<file path="src/rtl/lane_hit_judge_if.sv">
// Signal bundle between the note-row shifter, the lane keys and the score display.
// The master drives the judgement request and key levels; the slave returns the verdict and counters.
interface lane_hit_judge_if #(
  parameter int LANES    = 4,
  parameter int SCORE_W  = 16,
  parameter int STREAK_W = 8
) ();
  logic                check_go;
  logic [LANES-1:0]    row_note;
  logic [LANES-1:0]    key_n;
  logic                check_done;
  logic                hit;
  logic                miss;
  logic [SCORE_W-1:0]  score;
  logic [STREAK_W-1:0] streak;
  logic [STREAK_W-1:0] max_streak;

  modport master (
    output check_go, row_note, key_n,
    input  check_done, hit, miss, score, streak, max_streak
  );

  modport slave (
    input  check_go, row_note, key_n,
    output check_done, hit, miss, score, streak, max_streak
  );
endinterface

</file>
<file path="src/rtl/lane_hit_judge.sv">
// Judges one strike-row note or chord against new key presses inside a timing window.
// It also keeps the saturating score, the current streak and the best streak since reset.
module lane_hit_judge #(
  parameter int LANES    = 4,
  parameter int WINDOW   = 8,
  parameter int SCORE_W  = 16,
  parameter int STREAK_W = 8
) (
  input logic              clk,
  input logic              reset,
  lane_hit_judge_if.slave  lane_io
);

  localparam int TW = $clog2(WINDOW);

  typedef enum logic [1:0] {IDLE, JUDGE, DONE} state_e;

  state_e              state_q, state_d;
  logic [LANES-1:0]    keyPrev_q;
  logic [LANES-1:0]    noteMask_q, noteMask_d;
  logic [LANES-1:0]    got_q, got_d;
  logic [TW-1:0]       timer_q, timer_d;
  logic                checkDone_q, checkDone_d;
  logic                hit_q, hit_d;
  logic                miss_q, miss_d;
  logic [SCORE_W-1:0]  score_q, score_d;
  logic [STREAK_W-1:0] streak_q, streak_d;
  logic [STREAK_W-1:0] maxStreak_q, maxStreak_d;

  logic [LANES-1:0]    press;
  logic [LANES-1:0]    pressHit;
  logic                wrongKey;
  logic                allGot;
  logic [SCORE_W:0]    popCnt;
  logic [SCORE_W:0]    scoreSum;
  logic [STREAK_W-1:0] streakInc;

  // keyPrev_q follows the keys even in reset, so a key held through reset is never seen as a press
  always_ff @(posedge clk) begin
    keyPrev_q <= lane_io.key_n;
    if (reset) begin
      state_q     <= IDLE;
      noteMask_q  <= '0;
      got_q       <= '0;
      timer_q     <= '0;
      checkDone_q <= 1'b0;
      hit_q       <= 1'b0;
      miss_q      <= 1'b0;
      score_q     <= '0;
      streak_q    <= '0;
      maxStreak_q <= '0;
    end else begin
      state_q     <= state_d;
      noteMask_q  <= noteMask_d;
      got_q       <= got_d;
      timer_q     <= timer_d;
      checkDone_q <= checkDone_d;
      hit_q       <= hit_d;
      miss_q      <= miss_d;
      score_q     <= score_d;
      streak_q    <= streak_d;
      maxStreak_q <= maxStreak_d;
    end
  end

  always_comb begin
    state_d     = state_q;
    noteMask_d  = noteMask_q;
    got_d       = got_q;
    timer_d     = timer_q;
    checkDone_d = 1'b0;
    hit_d       = 1'b0;
    miss_d      = 1'b0;
    score_d     = score_q;
    streak_d    = streak_q;
    maxStreak_d = maxStreak_q;

    press    = keyPrev_q & ~lane_io.key_n;
    pressHit = press & noteMask_q;
    wrongKey = |(press & ~noteMask_q);
    allGot   = ((got_q | pressHit) == noteMask_q);

    popCnt = '0;
    for (int i = 0; i < LANES; i++) begin
      popCnt = popCnt + (SCORE_W+1)'(noteMask_q[i]);
    end
    scoreSum  = {1'b0, score_q} + popCnt;
    streakInc = (streak_q == '1) ? streak_q : streak_q + STREAK_W'(1);

    // Verdict flags are registered alongside the DONE transition so they line up with check_done
    case (state_q)
      IDLE: begin
        if (lane_io.check_go) begin
          noteMask_d = lane_io.row_note;
          got_d      = '0;
          timer_d    = '0;
          if (lane_io.row_note == '0) begin
            state_d     = DONE;
            checkDone_d = 1'b1;
          end else begin
            state_d = JUDGE;
          end
        end
      end
      JUDGE: begin
        if (wrongKey) begin
          state_d     = DONE;
          checkDone_d = 1'b1;
          miss_d      = 1'b1;
          streak_d    = '0;
        end else if (allGot) begin
          state_d     = DONE;
          checkDone_d = 1'b1;
          hit_d       = 1'b1;
          score_d     = scoreSum[SCORE_W] ? '1 : scoreSum[SCORE_W-1:0];
          streak_d    = streakInc;
          if (streakInc > maxStreak_q) begin
            maxStreak_d = streakInc;
          end
        end else if (timer_q == TW'(WINDOW-1)) begin
          state_d     = DONE;
          checkDone_d = 1'b1;
          miss_d      = 1'b1;
          streak_d    = '0;
        end else begin
          got_d   = got_q | pressHit;
          timer_d = timer_q + TW'(1);
        end
      end
      DONE: begin
        state_d = IDLE;
      end
      default: begin
        state_d = IDLE;
      end
    endcase
  end

  assign lane_io.check_done = checkDone_q;
  assign lane_io.hit        = hit_q;
  assign lane_io.miss       = miss_q;
  assign lane_io.score      = score_q;
  assign lane_io.streak     = streak_q;
  assign lane_io.max_streak = maxStreak_q;

endmodule

</file>
<file path="src/flat_wrapper.sv">
// flat-port wrapper written by rule: the top's interface ports become plain ports
module lane_hit_judge_flat 
#(
  parameter int LANES    = 4,
  parameter int WINDOW   = 8,
  parameter int SCORE_W  = 16,
  parameter int STREAK_W = 8
)
  (clk, reset, lane_io_check_go, lane_io_row_note, lane_io_key_n, lane_io_check_done, lane_io_hit, lane_io_miss, lane_io_score, lane_io_streak, lane_io_max_streak);
  lane_hit_judge_if #(.LANES(LANES), .SCORE_W(SCORE_W), .STREAK_W(STREAK_W)) lane_io_i ();
  input logic clk;
  input logic reset;
  input wire logic [$bits(lane_io_i.check_go)-1:0] lane_io_check_go;
  input wire logic [$bits(lane_io_i.row_note)-1:0] lane_io_row_note;
  input wire logic [$bits(lane_io_i.key_n)-1:0] lane_io_key_n;
  output wire logic [$bits(lane_io_i.check_done)-1:0] lane_io_check_done;
  output wire logic [$bits(lane_io_i.hit)-1:0] lane_io_hit;
  output wire logic [$bits(lane_io_i.miss)-1:0] lane_io_miss;
  output wire logic [$bits(lane_io_i.score)-1:0] lane_io_score;
  output wire logic [$bits(lane_io_i.streak)-1:0] lane_io_streak;
  output wire logic [$bits(lane_io_i.max_streak)-1:0] lane_io_max_streak;
  assign lane_io_i.check_go = lane_io_check_go;
  assign lane_io_i.row_note = lane_io_row_note;
  assign lane_io_i.key_n = lane_io_key_n;
  assign lane_io_check_done = lane_io_i.check_done;
  assign lane_io_hit = lane_io_i.hit;
  assign lane_io_miss = lane_io_i.miss;
  assign lane_io_score = lane_io_i.score;
  assign lane_io_streak = lane_io_i.streak;
  assign lane_io_max_streak = lane_io_i.max_streak;
  lane_hit_judge #(.LANES(LANES), .WINDOW(WINDOW), .SCORE_W(SCORE_W), .STREAK_W(STREAK_W)) u_core (.clk(clk), .reset(reset), .lane_io(lane_io_i));
endmodule
</file>
<file path="config.mk">
export PLATFORM = sky130hd
export DESIGN_NAME = lane_hit_judge_flat
export DESIGN_NICKNAME = d
export VERILOG_FILES = /design/src/rtl/lane_hit_judge_if.sv /design/src/rtl/lane_hit_judge.sv /design/src/flat_wrapper.sv
export SDC_FILE = /design/constraint.sdc
export NUM_CORES = 1
export LEC_CHECK = 0
export ABC_AREA = 1
export BUFFER_PORTS_ARGS = -buffer_cell sky130_fd_sc_hd__buf_4
export CAP_MARGIN = 20
export CORE_MARGIN = 2
export CORE_UTILIZATION = 57
export CTS_CLUSTER_DIAMETER = 150
export DETAILED_ROUTE_END_ITERATION = 8
export PLACE_DENSITY = 0.87
export REMOVE_ABC_BUFFERS = 1
export SYNTH_ARGS = -nofsm -noshare
export SYNTH_HDL_FRONTEND = slang
export SYNTH_SLANG_ARGS = --single-unit
</file>
<file path="constraint.sdc">
create_clock -name clk -period 3.4 [get_ports clk]
set_input_delay 0.17 -clock clk [delete_from_list [all_inputs] [get_ports clk]]
set_output_delay 0.17 -clock clk [all_outputs]
set_load 0.1 [all_outputs]
</file>
==> results.cfg, run 1 <==
[synth]
synthCells = 449
synth_area_um2 = 3060
synth_top_family_by_area = simple AND/OR/NAND/NOR gates
synth-seq-cells = 52
synthAdderAreaFrac = 0.0786
synth-xor-area-share = 0.0258
synth_seq_area_share = 0.341
synth.distinct_cells = 33
synth-simple-area-share = 0.343
yosysWarningCount = 0
muxShareOfSynthArea = 0
syn_area_per_cell_um2 = 6.81
synth_compound_area_frac = 0.115

[worst_setup_path]
cp.arrival_ns = 3.16
path_max_fanout = 11
critPathMaxStageDelay_ns = 0.47
crit_path_end_kind = register
path_cells = ha_1, inv_1, fa_1, inv_1, ha_1, fa_1, nand2_1, a21oi_4, nand3_1, inv_1, o21ai_0, a21oi_1
timing.rr.start = u_core.noteMask_q[1]
reg2reg_to = u_core.lane_io.score[8]
worst-r2r-cell-count = 12
path_common_cell = inv_1
crit_type = register to register
cp_slowest_cell = fa_1
required_ns = 3.58
critical_path.startpoint_type = register
rrSetupSlack_ns = 0.43

[timing]
final_max_slew_viol_count = 0
fin_crit_sh = 0.874
maxSlewHeadroom = 0.528
finalCriticalPeriod_ns = 2.97
hold_viol = 0
max_freq_mhz = 336
tightest_slew_ns = 0.707
worst_slack_ns = 0.428
rsz0062_at_grt = false
finClkSkew_ns = 0.00516
tns_ns = 0
setup_viol = 0

[route]
drc_errors = 0
wirelength_um = 6970
drt_iter0_markers = 169
avgRoutedWirePerCell_um = 12.3
dr.pass1.iters = 4
vias = 3020
vias_per_cell = 5.35
ant_nets = 0

[global_route]
grt_max_degree = 26
gr-total-overflow = 0
grt_antenna_before_repair = 0
grt_usage = 0.239
grt_pass1_vias = 2747
grt_pass1_wl_um = 11800

[cells_and_area]
areaGrowthSynthToFinish_pct = 15.8
n_fill_cell = 462
regArea_um2 = 1040
multi_input_area_um2 = 1720
num_antenna_cells = 0
drive_above_1_share = 0.147
nets = 524

[flow_run]
cap_violations = 0

[status]
outcome = finished, final reports clean

[place]
dp_hpwl_um = 5140
gp_congestion = 0.950
port_buffers = 45
dpl_worst_slack_ns = 0.454

[clock_network]
cts.clk_slew.worst_paths_ns = 0.09
cts_resized = 0
cts-root-buf = clkbuf_8
cts_buffers = 5
clock_latency_ns = 0.30
cts_tree = done
clock-sinks = 52
cts_buffer_depth = 2
htree_levels = 2

[floorplan]
initial_core_util = 0.595
core_area_um2 = 5140
die_w_um = 77.2
dieHeight_um = 77.2
ios = 46
std_cell_rows = 26
dieArea_um2 = 5960

[min_path]
holdPathEnd = u_core.noteMask_q[2]
hp-class = primary input to register
min_path_cells = 3
worst_hold_startpoint = lane_io_row_note[2]

[power_and_ir_drop]
ir_drop_mv = 0.223
power_density_nw_per_um2 = 359
p_leak_nw = 1.73
-- worst max path at each step --
stage / from / end / slack, ns / cells past startpoint
final: u_core.noteMask_q[1] / u_core.lane_io.score[8] / 0.43 / 12
after global routing: u_core.noteMask_q[1] / u_core.lane_io.score[8] / 0.19 / 12
after CTS: u_core.noteMask_q[1] / u_core.lane_io.score[8] / 0.43 / 12
after detailed placement: u_core.noteMask_q[1] / u_core.lane_io.score[8] / 0.45 / 12
after global placement: u_core.noteMask_q[0] / u_core.lane_io.score[3] / 0.54 / 12
after floorplan: u_core.lane_io.score[0] / u_core.lane_io.score[6] / 0.18 / 11
-- kinds of logic (layout without fill, tap and decap cells) --
kind of cell / count (synthesis) / after routing
AO/OA/AOI/OAI: 63 / 63
XOR/XNOR: 9 / 9
adder cells (fa/ha/maj): 18 / 18
buffers and inverters: 72 / 118
flip-flops: 52 / 52
AND/OR/NAND/NOR: 235 / 235
-- sequential cells by signal, summed over array words and instances (netlist names) --
register and count:
u_core.lane_io.score 16, u_core.lane_io.max_streak 8, u_core.lane_io.streak 8, u_core.got_q 4
u_core.keyPrev_q 4, u_core.noteMask_q 4, u_core.timer_q 3, u_core.state_q 2
u_core.lane_io.check_done 1, u_core.lane_io.hit 1, u_core.lane_io.miss 1
-- final cells by class --
type                    instances  area share
well taps                      70      0.0247
inverters                      62      0.0665
clock inverters                 1     0.00141
multi-input cells             325       0.486
repair buffers                 49       0.107
flip-flops and latches         52       0.294
clock buffers                   6      0.0205
-- worst max-delay path: cells and delay by family (launching register included) --
| kind | cells | cell delay, ns |
|---|---|---|
| DFF | 1 | 0.35 |
| adders and majority gates | 4 | 1.36 |
| buffers and inverters | 3 | 0.27 |
| AOI/OAI and AO/OA | 3 | 0.39 |
| and+or+nand+nor | 2 | 0.49 |
-- layer usage --
metal  GRT usage  up-vias  routed length (um)
li1            -     1524                   -
met1       0.294     1393                3130
met2       0.415       85                3360
met3      0.0365       18                 318
met4      0.0982        0                 158
met5           0        -                   0
-- power breakdown --
group | internal [W] | total [W] | switching [W]
clock network | 0.000141 | 0.000338 | 0.000197
registers | 0.000636 | 0.000657 | 0.0000211
logic | 0.0000835 | 0.000277 | 0.000193
total | 0.000860 | 0.00127 | 0.000411
-- metrics by stage --
stage | cell area (um^2) | hold slack (ns) | util | instances | total power (W)
4_1_cts | 3540 | 0.152 | 0.689 | 565 | 0.00128
6_report | 3540 | 0.155 | 0.689 | 565 | 0.00127
3_3_place_gp | 3420 | 0.284 | 0.666 | 554 | 0.000931
2_1_floorplan | 3000 | 0.198 | - | 439 | 0.000875
3_5_place_dp | 3420 | 0.286 | 0.666 | 554 | 0.000942
5_1_grt | 3540 | 0.176 | 0.689 | 565 | 0.00134
-- cell usage in the layout (no fill, tap or decap), types with 2 or more instances in the layout --
cell           count
nand2_1          120
inv_1             57
dfxtp_1           52
buf_4             45
nor2_1            44
nand3_1           42
a21oi_1           30
o21ai_0           22
ha_1              16
xor2_1             7
o21bai_1           7
nor3_1             5
nand2_2            5
nand4_1            5
clkbuf_8           5
inv_2              4
dlygate4sd3_1      4
nand3b_1           3
or2_2              3
nor2_2             2
xnor2_1            2
nor2_4             2
fa_1               2
-- timing repair --
| item | CTS | global route |
|---|---|---|
| setup buffers | 0 | 0 |
| hold buffers | 4 | 0 |
| setup endpoints to repair | 0 | 0 |
| hold endpoints to repair | 4 | 0 |
-- Yosys cell counts --
master / instances / area, um^2
nand2_1: 120 / 450
inv_1: 57 / 214
dfxtp_1: 52 / 1040
nor2_1: 44 / 165
nand3_1: 42 / 210
a21oi_1: 30 / 150
o21ai_0: 22 / 110
ha_1: 16 / 200
o21bai_1: 7 / 52.6
xor2_1: 7 / 61.3
nand2_2: 5 / 31.3
nand4_1: 5 / 31.3
nor3_1: 5 / 25.0
clkbuf_1: 4 / 15.0
inv_2: 4 / 15.0
buf_2: 3 / 15.0
nand3b_1: 3 / 22.5
or2_2: 3 / 18.8
buf_6: 2 / 22.5
fa_1: 2 / 40.0
nor2_2: 2 / 12.5
nor2_4: 2 / 22.5
xnor2_1: 2 / 17.5
a21boi_0: 1 / 7.51
a21oi_2: 1 / 8.76
a21oi_4: 1 / 16.3
buf_4: 1 / 7.51
inv_4: 1 / 6.26
nand3_2: 1 / 10.0
nand4_4: 1 / 21.3
nor2_8: 1 / 20.0
o21a_1: 1 / 7.51
or4_1: 1 / 7.51
Power figures use the tool's default switching activity.
==> run 2: changes to the inputs <==
Settings changed: CORE_UTILIZATION 57 to 59, CTS_BUF_LIST set to sky130_fd_sc_hd__clkbuf_8, PLACE_DENSITY 0.87 to unset, PLACE_DENSITY_LB_ADDON set to 0.3.
==> results.cfg, run 2 (synthesized netlist as in run 1, its figures left out) <==
[worst_setup_path]
required_ns = 3.58
path_cells = ha_1, inv_1, fa_1, inv_1, ha_1, fa_1, nand2_1, a21oi_4, nand3_1, inv_1, o21ai_0, a21oi_1
cp.arrival_ns = 3.18
critPathMaxStageDelay_ns = 0.49
path_common_cell = inv_1
crit_path_end_kind = register
critical_path.startpoint_type = register
critPathBufInv = 3
path_max_fanout = 11
crit_type = register to register
cpLargestDelayFamily = adder cells
cp_slowest_cell = fa_1

[timing]
worst_slack_ns = 0.407
finalCriticalPeriod_ns = 2.99
maxSlewHeadroom = 0.513
final_max_slew_viol_count = 0
setup_viol = 0
tns_ns = 0
rsz0062_at_grt = false
finClkSkew_ns = 0.00495
hold_viol = 0
fin_crit_sh = 0.880
max_freq_mhz = 334
tightest_slew_ns = 0.730

[floorplan]
ios = 46
initial_core_util = 0.606
die_w_um = 76.0
core_area_um2 = 5040
dieArea_um2 = 5770
std_cell_rows = 26
dieHeight_um = 76.0

[clock_network]
cts_buffer_depth = 2
cts_tree = done
cts_resized = 0
clock-sinks = 52
htree_levels = 2
cts.clk_slew.worst_paths_ns = 0.09
cts-root-buf = clkbuf_8
clock_latency_ns = 0.30
cts_buffers = 5

[route]
vias = 2911
dr_wl_met2_um = 3280
dr.max_layer_used = met4
wl_met1_um = 3110
ant_nets = 0
wl_met3_um = 370
drc_errors = 0
dr.pass1.iters = 5
wirelength_um = 6850
avgRoutedWirePerCell_um = 12.1
drt_iter0_markers = 192
vias_per_cell = 5.15

[cells_and_area]
final_core_utilization = 0.702
largest_reg_flops = 16
n_fill_cell = 446
nets = 524
multi_input_area_um2 = 1720
regArea_um2 = 1040
areaGrowthSynthToFinish_pct = 15.8
fin_cells = 565
mostFrequentLayoutCells = nand2_1, inv_1, dfxtp_1
drive_above_1_share = 0.147
num_antenna_cells = 0
final_common_cell = nand2_1

[flow_run]
cap_violations = 0

[power_and_ir_drop]
power_w = 0.00126
ir_drop_mv = 0.281
power_density_nw_per_um2 = 357
p_leak_nw = 1.73

[place]
port_buffers = 45
dp_hpwl_um = 5040
dpl_worst_slack_ns = 0.445
gp_congestion = 0.901
dp_cells = 554

[global_route]
grt_max_degree = 26
grt_usage = 0.237
gr-total-overflow = 0
grt_pass1_wl_um = 11400
grt_pass1_vias = 2660
grt_antenna_before_repair = 0

[status]
outcome = finished, final reports clean

[min_path]
hp-class = primary input to register
[run 2: routing by layer]
metal / vias to the layer above / GRT usage
met1: 1298 / 0.290
li1: 1520 / -
met3: 13 / 0.0462
met4: 0 / 0.100
met5: - / 0
met2: 80 / 0.410
[run 2: tightest hold or removal path: stages]
cell     delay (ns)
buf_4          0.12
nand3_1        0.07
a21oi_1        0.06
[run 2: path summary, 6_finish.rpt]
path,start,slack [ns],end,cells after the start
max,u_core.noteMask_q[0],0.41,u_core.lane_io.score[1],12
min,lane_io_check_go,0.16,u_core.state_q[0],3
max reg2reg,u_core.noteMask_q[0],0.41,u_core.lane_io.score[1],12
min reg2reg,u_core.lane_io.score[0],0.50,u_core.lane_io.score[0],2
[run 2: stage by stage]
step	instance area [um^2]	hold slack, ns
6_report	3540	0.164
5_1_grt	3540	0.165
4_1_cts	3540	0.154
3_5_place_dp	3420	0.285
3_3_place_gp	3420	0.283
2_1_floorplan	3000	0.198
[run 2: what timing repair did]
action | 4_1_cts | 5_1_grt
hold buffers | 4 | 0
endpoints found under the hold margin | 4 | 0
setup endpoints to repair | 0 | 0
setup buffers | 0 | 0
[run 2: final cells by class]
class,count,area share
multi-input cells,325,0.486
flip-flops and latches,52,0.294
repair buffers,49,0.107
inverters,62,0.0665
well taps,70,0.0247
clock buffers,5,0.0194
clock inverters,2,0.00247
[run 2: where the power goes]
| part | switching (W) | internal (W) |
|---|---|---|
| clock network | 0.000192 | 0.000138 |
| registers | 0.0000190 | 0.000636 |
| logic | 0.000195 | 0.0000837 |
